**src/rtl/uart_rx.sv**
```systemverilog
// 8N1 UART receiver: samples each bit at its nominal centre, holds one byte
// and sticky status flags until the CPU consumes them with uart_rx_read.
module uart_rx #(
  parameter int unsigned CLK_HZ   = 12_000_000,
  parameter int unsigned BIT_RATE = 115_200
) (
  input  logic       clk,
  input  logic       resetn,
  input  logic       uart_rxd,
  input  logic       uart_rx_en,
  input  logic       uart_rx_read,
  output logic [7:0] uart_rx_data,
  output logic       uart_rx_valid,
  output logic       uart_rx_busy,
  output logic       uart_rx_frame_err,
  output logic       uart_rx_break,
  output logic       uart_rx_overrun
);

  localparam int unsigned CYCLES_PER_BIT = CLK_HZ / BIT_RATE;
  localparam int unsigned HALF_BIT       = CYCLES_PER_BIT / 2;
  localparam int unsigned CntW           = $clog2(CYCLES_PER_BIT + 1);

  // START is entered one cycle after the start edge, so its terminal count is one short.
  localparam logic [CntW-1:0] HalfLast = CntW'(HALF_BIT - 1);
  localparam logic [CntW-1:0] BitLast  = CntW'(CYCLES_PER_BIT - 1);

  typedef enum logic [2:0] {
    StIdle,
    StStart,
    StData,
    StStop,
    StRecover
  } state_e;

  state_e          state_q;
  logic [1:0]      sync_q;
  logic            rxs;
  logic [CntW-1:0] cnt_q;
  logic [2:0]      bit_idx_q;
  logic [7:0]      shift_q;
  logic [7:0]      data_q;
  logic            valid_q;
  logic            frame_err_q;
  logic            break_q;
  logic            overrun_q;

  assign rxs = sync_q[1];

  always_ff @(posedge clk) begin
    if (!resetn) begin
      state_q     <= StIdle;
      sync_q      <= 2'b11;
      cnt_q       <= '0;
      bit_idx_q   <= '0;
      shift_q     <= '0;
      data_q      <= '0;
      valid_q     <= 1'b0;
      frame_err_q <= 1'b0;
      break_q     <= 1'b0;
      overrun_q   <= 1'b0;
    end else begin
      sync_q <= {sync_q[0], uart_rxd};

      // Clears first so that any flag set below in the same cycle wins.
      if (uart_rx_read) begin
        valid_q     <= 1'b0;
        frame_err_q <= 1'b0;
        break_q     <= 1'b0;
        overrun_q   <= 1'b0;
      end

      case (state_q)
        StIdle: begin
          cnt_q <= '0;
          if (uart_rx_en && !rxs) begin
            state_q <= StStart;
          end
        end

        StStart: begin
          cnt_q <= cnt_q + 1'b1;
          if (!uart_rx_en) begin
            state_q <= StIdle;
            cnt_q   <= '0;
          end else if (cnt_q == HalfLast) begin
            cnt_q     <= '0;
            bit_idx_q <= '0;
            state_q   <= rxs ? StIdle : StData;
          end
        end

        StData: begin
          cnt_q <= cnt_q + 1'b1;
          if (!uart_rx_en) begin
            state_q <= StIdle;
            cnt_q   <= '0;
          end else if (cnt_q == BitLast) begin
            cnt_q     <= '0;
            shift_q   <= {rxs, shift_q[7:1]};
            bit_idx_q <= bit_idx_q + 1'b1;
            if (bit_idx_q == 3'd7) begin
              state_q <= StStop;
            end
          end
        end

        StStop: begin
          cnt_q <= cnt_q + 1'b1;
          if (!uart_rx_en) begin
            state_q <= StIdle;
            cnt_q   <= '0;
          end else if (cnt_q == BitLast) begin
            cnt_q <= '0;
            if (rxs) begin
              // A read in this cycle frees the holding register for the new byte.
              if (!valid_q || uart_rx_read) begin
                data_q  <= shift_q;
                valid_q <= 1'b1;
              end else begin
                overrun_q <= 1'b1;
              end
              state_q <= StIdle;
            end else begin
              frame_err_q <= 1'b1;
              if (shift_q == 8'h00) begin
                break_q <= 1'b1;
              end
              state_q <= StRecover;
            end
          end
        end

        StRecover: begin
          cnt_q <= '0;
          if (rxs) begin
            state_q <= StIdle;
          end
        end

        default: begin
          state_q <= StIdle;
          cnt_q   <= '0;
        end
      endcase
    end
  end

  assign uart_rx_data      = data_q;
  assign uart_rx_valid     = valid_q;
  assign uart_rx_busy      = (state_q != StIdle);
  assign uart_rx_frame_err = frame_err_q;
  assign uart_rx_break     = break_q;
  assign uart_rx_overrun   = overrun_q;

endmodule

```
**config.mk**
```make
export PLATFORM = sky130hd
export DESIGN_NAME = uart_rx
export DESIGN_NICKNAME = d
export VERILOG_FILES = /design/src/rtl/uart_rx.sv
export SDC_FILE = /design/constraint.sdc
export NUM_CORES = 1
export LEC_CHECK = 0
export ABC_AREA = 1
export BUFFER_PORTS_ARGS = -buffer_cell sky130_fd_sc_hd__buf_2
export CAP_MARGIN = 20
export CELL_PAD_IN_SITES_DETAIL_PLACEMENT = 0
export CELL_PAD_IN_SITES_GLOBAL_PLACEMENT = 1
export CORE_MARGIN = 4
export CORE_UTILIZATION = 40
export CTS_CLUSTER_DIAMETER = 100
export DETAILED_ROUTE_END_ITERATION = 10
export GPL_TIMING_DRIVEN = 0
export MAX_ROUTING_LAYER = met4
export PLACE_DENSITY = 0.77
export SETUP_SLACK_MARGIN = 0.15
export SKIP_LAST_GASP = 1
export SYNTH_ARGS = -nofsm -noshare
export SYNTH_HDL_FRONTEND = slang
export SYNTH_SLANG_ARGS = --single-unit
```
**constraint.sdc**
```tcl
create_clock -name clk -period 2.35 [get_ports clk]
set_input_delay 0.3525 -clock clk [delete_from_list [all_inputs] [get_ports clk]]
set_output_delay 0.3525 -clock clk [all_outputs]
set_load 0.02 [all_outputs]
```
* Word level (Yosys, flattened, before mapping)
Cells that the tools add are included.
** Word-level totals
- Flip-flop bits (word level) :: 35
- Bits in latches :: 0
- Memory bits (writable) :: 0
- Bits in read-only memories :: 0
- Bits of input ports :: 5
- Logic and storage cells :: 87
- Memories kept :: 0
** Cells by class
- $add $sub $neg :: 2
- Multipliers :: 0
- Div/mod/pow operators :: 0
- Magnitude comparators :: 0
- Equal/unequal tests :: 17
- Shift operators :: 0
- Mux-type cells :: 45
- Bitwise logic cells :: 0
- Reductions and logical operators :: 13
** Operators by type and width (number)
- 2-to-1 mux 3 bit :: 14
- 2-to-1 mux 7 bit :: 4
- 2-to-1 mux 1 bit :: 23
- one-hot mux 3 bit (5 select lines) :: 1
- one-hot mux 7 bit (2 select lines) :: 1
- inequality test 2 bit (second input constant) :: 6
- inequality test 3 bit (second input constant) :: 4
- AND reduction 5 bit :: 2
- logical NOT 8 bit :: 1
- adder 7 x 1 -> 7 bit (second input constant) :: 1
- equality test 7 x 6 -> 1 bit (second input constant) :: 1
- equality test 7 bit (second input constant) :: 1
- equality test 3 x 2 -> 1 bit (second input constant) :: 2
- equality test 3 bit (second input constant) :: 2
- one-hot mux 3 bit (2 select lines) :: 1
- AND reduction 6 bit :: 1
- adder 3 x 1 -> 3 bit (second input constant) :: 1
- equality test 3 x 1 -> 1 bit (second input constant) :: 1
- logical NOT 3 bit :: 1
- AND reduction 3 bit :: 1
- nonzero test 3 bit :: 1
- logical NOT 1 bit :: 2
- 2-to-1 mux 2 bit :: 1
- nonzero test 2 bit :: 1
- 3 further kinds :: 3

* Longest topological paths before layout
Gate-level depths: netlist of the first run.
- Depth in word-level cells :: 7
- Gate-level depth with buffers :: 10

* Worst setup path before layout of the first run
Ideal clock, no wire load.
- Kind :: register -> register
- Start :: register cnt_q[0]
- End :: register data_q[5], in the netlist uart_rx_data[5]
- Library setup time :: 0.116 ns
- Data arrival time :: 1.243 ns
- Required time :: 2.234 ns
- Setup slack :: 0.991 ns
- Cell stages (with the launch flop) :: 8
- Buffers on the path :: 1
- Cells stage by stage :: dfxtp_1 -> ha_1 -> nand2_1 -> nor2_4 -> nand3_2 -> buf_6 -> o21ai_1 -> a21oi_1
** Between the ends
- Longest elaborated chain between the ends :: 2
** Ends and longest elaborated chain
- start: declaration :: line 39 : logic [CntW-1:0] cnt_q;
- start signal: assignment :: line 82 : cnt_q <= cnt_q + 1'b1;
- start signal: assignment :: line 94 : cnt_q <= cnt_q + 1'b1;
- start signal: assignment :: line 109 : cnt_q <= cnt_q + 1'b1;
- equality test 7 bit :: line 113 : end else if (cnt_q == BitLast) begin
- AND reduction 5 bit (no line)
- end signal: assignment :: line 118 : data_q <= shift_q;
- end: declaration :: line 42 : logic [7:0] data_q;
No other way between the ends.
A chain may end at the register's enable or synchronous reset.

* Worst setup path after layout of the first run
- Start :: register state_q[2]
- End :: register bit_idx_q[0]
** Between the ends
- Longest elaborated chain between the ends :: 3
- Elaborated cells between the ends (all ways) :: 9
- Those cells by class :: eq/ne: 6; mux: 1; reduce/logical: 2
** Ends and longest elaborated chain
- start: declaration :: line 36 : state_e state_q;
- start signal: assignment :: line 52 : state_q <= StIdle;
- start signal: assignment :: line 77 : state_q <= StStart;
- start signal: assignment :: line 84 : state_q <= StIdle;
- equality test 3 x 2 -> 1 bit / equality test 3 x 1 -> 1 bit (equally long branches) :: line 73 : case (state_q)
- inequality test 2 bit (no line) / nonzero test 2 bit (equally long branches)
- AND reduction 5 bit (no line)
- end signal: assignment :: line 101 : bit_idx_q <= bit_idx_q + 1'b1;
- end: declaration :: line 40 : logic [2:0] bit_idx_q;
Several ways; a longest one is shown, not always the timed one.

==> flow_summary.toml, run 1 <==
[timing]
worstMarginPinSlew_ns = 0.4333
setup_violations = 0
timing.final.ws_setup_ns = 0.8108
fin_crit_ns = 1.539
finalHoldViolations = 0
fin_skew_ns = 0.004512
whs_ns = 0.2543
relSlewSlack_pct = 71.11
rsz0062_at_grt = "false"
maxSlewViolCount = 0
tns_ns = 0
timing.fmax_ghz = 0.6497
fin_crit_sh_pct = 65.50

[clock_tree]
cts_root_buf = "clkbuf_8"
post-cts-setup-buffers = 0
ctsHoldBuffers = 0
cts_buffers = 5
clkLatencyLatePin_ns = 0.28
path_clk_slew_ns = 0.07
htreeDepth = 2
cts_tree = "yes"
clock_sinks = 35
post_cts_resized = 0
cts.path.max_buffers = 2

[yosys]
synth_top_family_by_area = "simple AND/OR/NAND/NOR gates"
synthAdderAreaFrac_pct = 2.381
synth_top_area_share_pct = 44.44
synth_area_leaders = "dfxtp_1 44%, nor2_1 9.0%, nand2_1 7.1%"
netlist_top_cells_count = "38 x nor2_1, 35 x dfxtp_1, 30 x nand2_1"
mappedNetlistArea_um2 = 1577
syn-num-nets = 222
async_reset_ff_share_pct = 0
synth_warnings = 0
synth_xor_area_share_pct = 2.222
synth.mux.area_fraction_pct = 0
synth_edf_count = 0
synth.most_common_cell = "nor2_1"
synth_cells = 214
synth_compound_area_share_pct = 12.70
synth-simple-area-share_pct = 30.00
ys_ff_latch = 35
syn_avg_cell_area_um2 = 7.367
seq_area_frac_synth_pct = 44.44
ys.flop_type = "dfxtp_1"
synth_cell_types = 29
synth_area_leader_cell = "dfxtp_1"

[power]
pwr-share-comb_pct = 22.0
swShare_pct = 32.30
p_int_mw = 0.9302
power_mw = 1.374
power_frac_seq_pct = 47.8
switchingPower_mw = 0.4439
power_density_nw_per_um2 = 764.3
ir_drop_v = 0.0003876
p_leak_nw = 0.7932
power.share.clock_pct = 30.2

[outcome]
outcome = "completed"

[finish]
final_core_util_pct = 48.03
fill_cells = 400
antenna_cells = 0
syn_to_final_growth_pct = 14.05
seqCellArea_um2 = 700.7
stdcell_area_um2 = 1798
final_net_count = 245
drive_above_1_share_pct = 15.97
multiInputGateArea_um2 = 745.7
fin_cells = 286

[die]
dieArea_um2 = 5010
start_util_pct = 42.11
io-pin-count = 18
dieWidth_um = 70.78
die_h_um = 70.78
coreArea_um2 = 3744
core.rowCount = 22

[setup_path]
cp_data_arrival_time_ns = 1.72
worstSetupStartpointType = "register"
cp_data_required_time_ns = 2.53
path_max_fanout = 9
worstSetupPathType = "register to register"
worstSetupEndpointType = "register"

[global_routing]
grt_pass1_wl_um = 5802
grt_max_degree = 11
track_usage_pct = 14.90
grt_pass1_vias = 1249
grt_overflow = 0
antenna_found_initial = 0

[route]
drt-vias-per-instance = 4.832
drc_errors = 0
finalWirelength_um = 3285
final_antenna_net_count = 0
drt_pass1_iterations = 4
wl_per_cell_um = 11.49
num_vias = 1382
drtIter0Drc = 82

[placement]
gp_congestion = 0.7724
dp_hpwl_um = 2460
placed_cells = 278
io_buffers = 16
pre_cts_ws_ns = 0.8146
placed_area_um2 = 1717

[flow_run]
drv_cap = 0

[worst_hold_path]
hold_class = "input port to register"
==> final cells by class <==
cell class	count	area share, %
plain buffers	5	1.531
clock buffers	7	4.245
clock inverters	1	0.2784
inverters	27	5.706
multi-input cells	147	41.48
flip-flops and latches	35	38.97
well taps	48	3.340
repair buffers	16	4.454
==> flip-flops by register name, summed over array words and instances, names as in the netlist <==
| register | flops |
|---|---|
| bit_idx_q | 3 |
| cnt_q | 7 |
| shift_q | 8 |
| state_q | 3 |
| sync_q | 2 |
| uart_rx_break | 1 |
| uart_rx_data | 8 |
| uart_rx_frame_err | 1 |
| uart_rx_overrun | 1 |
| uart_rx_valid | 1 |
==> layout by cell type (no fill, tap or decap), types with 2 or more instances in the layout <==
cell type	netlist	routed
nor4_1	2	2
nor3_1	2	2
ha_1	3	3
clkbuf_1	3	5
xor2_1	4	4
nor2_1	38	38
nor2_2	2	2
nand3_2	2	2
nand3_1	15	15
clkinv_2	1	2
buf_2	1	17
clkbuf_8	0	5
o21ai_1	4	4
or2_2	2	2
nand2_1	30	30
dfxtp_1	35	35
a21oi_1	16	16
nand2_2	2	2
inv_1	25	25
o21ai_0	17	17
==> cells by family (layout without fill, tap and decap cells) <==
logic type | Yosys count | after routing
simple gates | 101 | 101
flops | 35 | 35
compound gates | 39 | 39
fa+ha+maj | 3 | 3
xor+xnor | 4 | 4
buf+inv | 32 | 56
==> final timing paths <==
path	start	end	slack (ns)	depth (start not counted)
min reg2reg	sync_q[0]	sync_q[1]	0.42	1
max	state_q[2]	bit_idx_q[0]	0.81	8
max reg2reg	state_q[2]	bit_idx_q[0]	0.81	8
min	uart_rxd	sync_q[0]	0.25	2
==> power groups by stage <==
stage	sequential, mW	clock [mW]	combinational, mW
floorplan	0.663	0	0.238
global placement	0.670	0	0.299
detailed placement	0.670	0	0.302
CTS	0.656	0.433	0.304
global route	0.661	0.459	0.354
finish	0.656	0.415	0.303
==> critical path: stages, from the launching register on <==
cell	delay, ns
dfxtp_1	0.34
inv_1	0.14
nand2_1	0.18
nor3_4	0.28
nand2_4	0.13
nand2_2	0.14
nand2_1	0.06
o21ai_1	0.12
nor2_1	0.05
==> layer usage <==
| metal | global-route usage (%) | vias to the layer above | part of all wire, % |
|---|---|---|---|
| li1 | - | 737 | - |
| met1 | 21.45 | 614 | 53 |
| met2 | 20.08 | 24 | 41 |
| met3 | 3.409 | 7 | 4.3 |
| met4 | 5.637 | 0 | 1.3 |
| met5 | - | - | 0 |
Note: power is estimated with default switching activity, not from simulation.
==> run 2: changes to the inputs <==
--- a/config.mk
+++ b/config.mk
@@ -11,12 +11,12 @@
 export CELL_PAD_IN_SITES_DETAIL_PLACEMENT = 0
 export CELL_PAD_IN_SITES_GLOBAL_PLACEMENT = 1
 export CORE_MARGIN = 4
-export CORE_UTILIZATION = 40
+export CORE_UTILIZATION = 37
 export CTS_CLUSTER_DIAMETER = 100
 export DETAILED_ROUTE_END_ITERATION = 10
 export GPL_TIMING_DRIVEN = 0
 export MAX_ROUTING_LAYER = met4
-export PLACE_DENSITY = 0.77
+export PLACE_DENSITY = 0.75
 export SETUP_SLACK_MARGIN = 0.15
 export SKIP_LAST_GASP = 1
 export SYNTH_ARGS = -nofsm -noshare
==> constraint.sdc (replaced) <==
create_clock -name clk -period 1.4 [get_ports clk]
set_input_delay 0.21 -clock clk [delete_from_list [all_inputs] [get_ports clk]]
set_output_delay 0.21 -clock clk [all_outputs]
set_load 0.02 [all_outputs]
==> flow_summary.toml, run 2 (synthesis results as in run 1) <==
[die]
die_h_um = 73.28
dieArea_um2 = 5369
core.rowCount = 23
coreArea_um2 = 4058
io-pin-count = 18
start_util_pct = 38.85
dieWidth_um = 73.28

[route]
finalWirelength_um = 3618
final_antenna_net_count = 0
drc_errors = 0
num_vias = 1467
drt-vias-per-instance = 4.826
wl_per_cell_um = 11.90
drtIter0Drc = 44
drt_pass1_iterations = 4

[setup_path]
worstSetupEndpointType = "register"
cp_data_required_time_ns = 1.58
cp_cell_sequence = "buf_6 -> nor2_4 -> nand2_2 -> nor2_4 -> buf_6 -> nand3_4 -> buf_6 -> o21ai_4 -> a21oi_2"
cpMostUsedCell = "buf_6"
max_stage_delay_ns = 0.32
cp_data_arrival_time_ns = 1.58
critPathBufInv = 3
path_max_fanout = 8
worstSetupStartpointType = "register"
critPathTopFamily = "simple AND/OR/NAND/NOR gates"
worstSetupPathType = "register to register"
slowest_stage = "dfxtp_2"

[finish]
drive_above_1_share_pct = 34.65
antenna_cells = 0
stdcell_area_um2 = 2178
final_core_util_pct = 53.68
syn_to_final_growth_pct = 38.17
final_cell_mix = "35 x nor2_1, 26 x nand2_1, 26 x dfxtp_1"
final_net_count = 261
final_common_cell = "nor2_1"
fin_cells = 304

[timing]
worstMarginPinSlew_ns = 0.5637
fin_crit_ns = 1.404
setup_violations = 1
rsz0062_at_grt = "true"
timing.fmax_ghz = 0.7124
timing.final.ws_setup_ns = -0.003647
finalHoldViolations = 0
fin_skew_ns = 0.003288
fin_crit_sh_pct = 100.3
maxSlewViolCount = 0
tns_ns = -0.003647
relSlewSlack_pct = 62.42

[power]
power_frac_seq_pct = 41.5
p_leak_nw = 0.9264
p_int_mw = 1.907
power_density_nw_per_um2 = 1263
ir_drop_v = 0.0008283
switchingPower_mw = 0.8444
swShare_pct = 30.69
pwr-share-comb_pct = 24.6
power.share.clock_pct = 33.9

[placement]
placed_area_um2 = 1770
dp_hpwl_um = 2516
io_buffers = 16
gp_congestion = 0.7719
placed_cells = 280

[clock_tree]
clkLatencyLatePin_ns = 0.28
cts_root_buf = "clkbuf_8"
cts_tree = "yes"
cts.path.max_buffers = 2
path_clk_slew_ns = 0.07
clock_sinks = 35
htreeDepth = 2
cts_buffers = 5

[worst_hold_path]
hold_class = "input port to register"

[global_routing]
grt_pass1_wl_um = 6051
antenna_found_initial = 0
grt_pass1_vias = 1363
track_usage_pct = 14.61
grt_overflow = 0
grt_max_degree = 12

[outcome]
violations = "negative setup slack"
outcome = "complete, but fails checks"

[flow_run]
drv_cap = 0
==> run 2: power groups by stage <==
stage / sequential, mW / combinational, mW / clock, mW
6_report: 1.14 / 0.677 / 0.932
5_1_grt: 1.15 / 0.770 / 0.997
2_1_floorplan: 1.13 / 0.421 / 0
3_5_place_dp: 1.14 / 0.524 / 0
4_1_cts: 1.14 / 0.605 / 0.950
3_3_place_gp: 1.14 / 0.526 / 0
==> run 2: area by class of cell <==
type	instances	area [um2]
Buffer	5	33.78
Inverter	27	116.4
Timing Repair Buffer	31	207.7
Tap cell	50	62.56
Clock inverter	2	35.03
Multi-Input combinational cell	148	920.9
Fill cell	396	1879
Clock buffer	6	82.58
Sequential cell	35	719.4
==> run 2: worst paths after layout <==
path         depth (start not counted)  slack (ns)      start              end
max                                  9      -0.004   cnt_q[3]  uart_rx_data[5]
min                                  2        0.12   uart_rxd        sync_q[0]
max reg2reg                          9      -0.004   cnt_q[3]  uart_rx_data[5]
min reg2reg                          1        0.42  sync_q[0]        sync_q[1]
==> run 2: routing by layer <==
layer / wire (um) / part of all wire [%] / up-vias / track usage [%]
met5: 0 / 0 / - / -
met4: 52 / 1.4 / 0 / 5.533
met3: 131 / 3.6 / 7 / 3.283
met2: 1617 / 45 / 22 / 21.35
met1: 1816 / 50 / 669 / 19.60
li1: - / - / 769 / -
==> run 2: what timing repair did <==
action,4_1_cts,5_1_grt
cloned,1,1
setup endpoints to repair,30,32
pin swaps,8,13
resized for setup,19,32
hold buffers,0,0
setup buffers,6,8
==> run 2: metrics by stage <==
stage / worst slack, ns / total power [mW] / hold slack [ns]
after floorplan: 0.1378 / 1.547 / 0.3166
after global placement: -0.03283 / 1.664 / 0.3953
after detailed placement: -0.04833 / 1.662 / 0.4040
after CTS: 0.05052 / 2.696 / 0.1168
after global routing: -0.08121 / 2.918 / 0.1174
final: -0.003647 / 2.751 / 0.1156
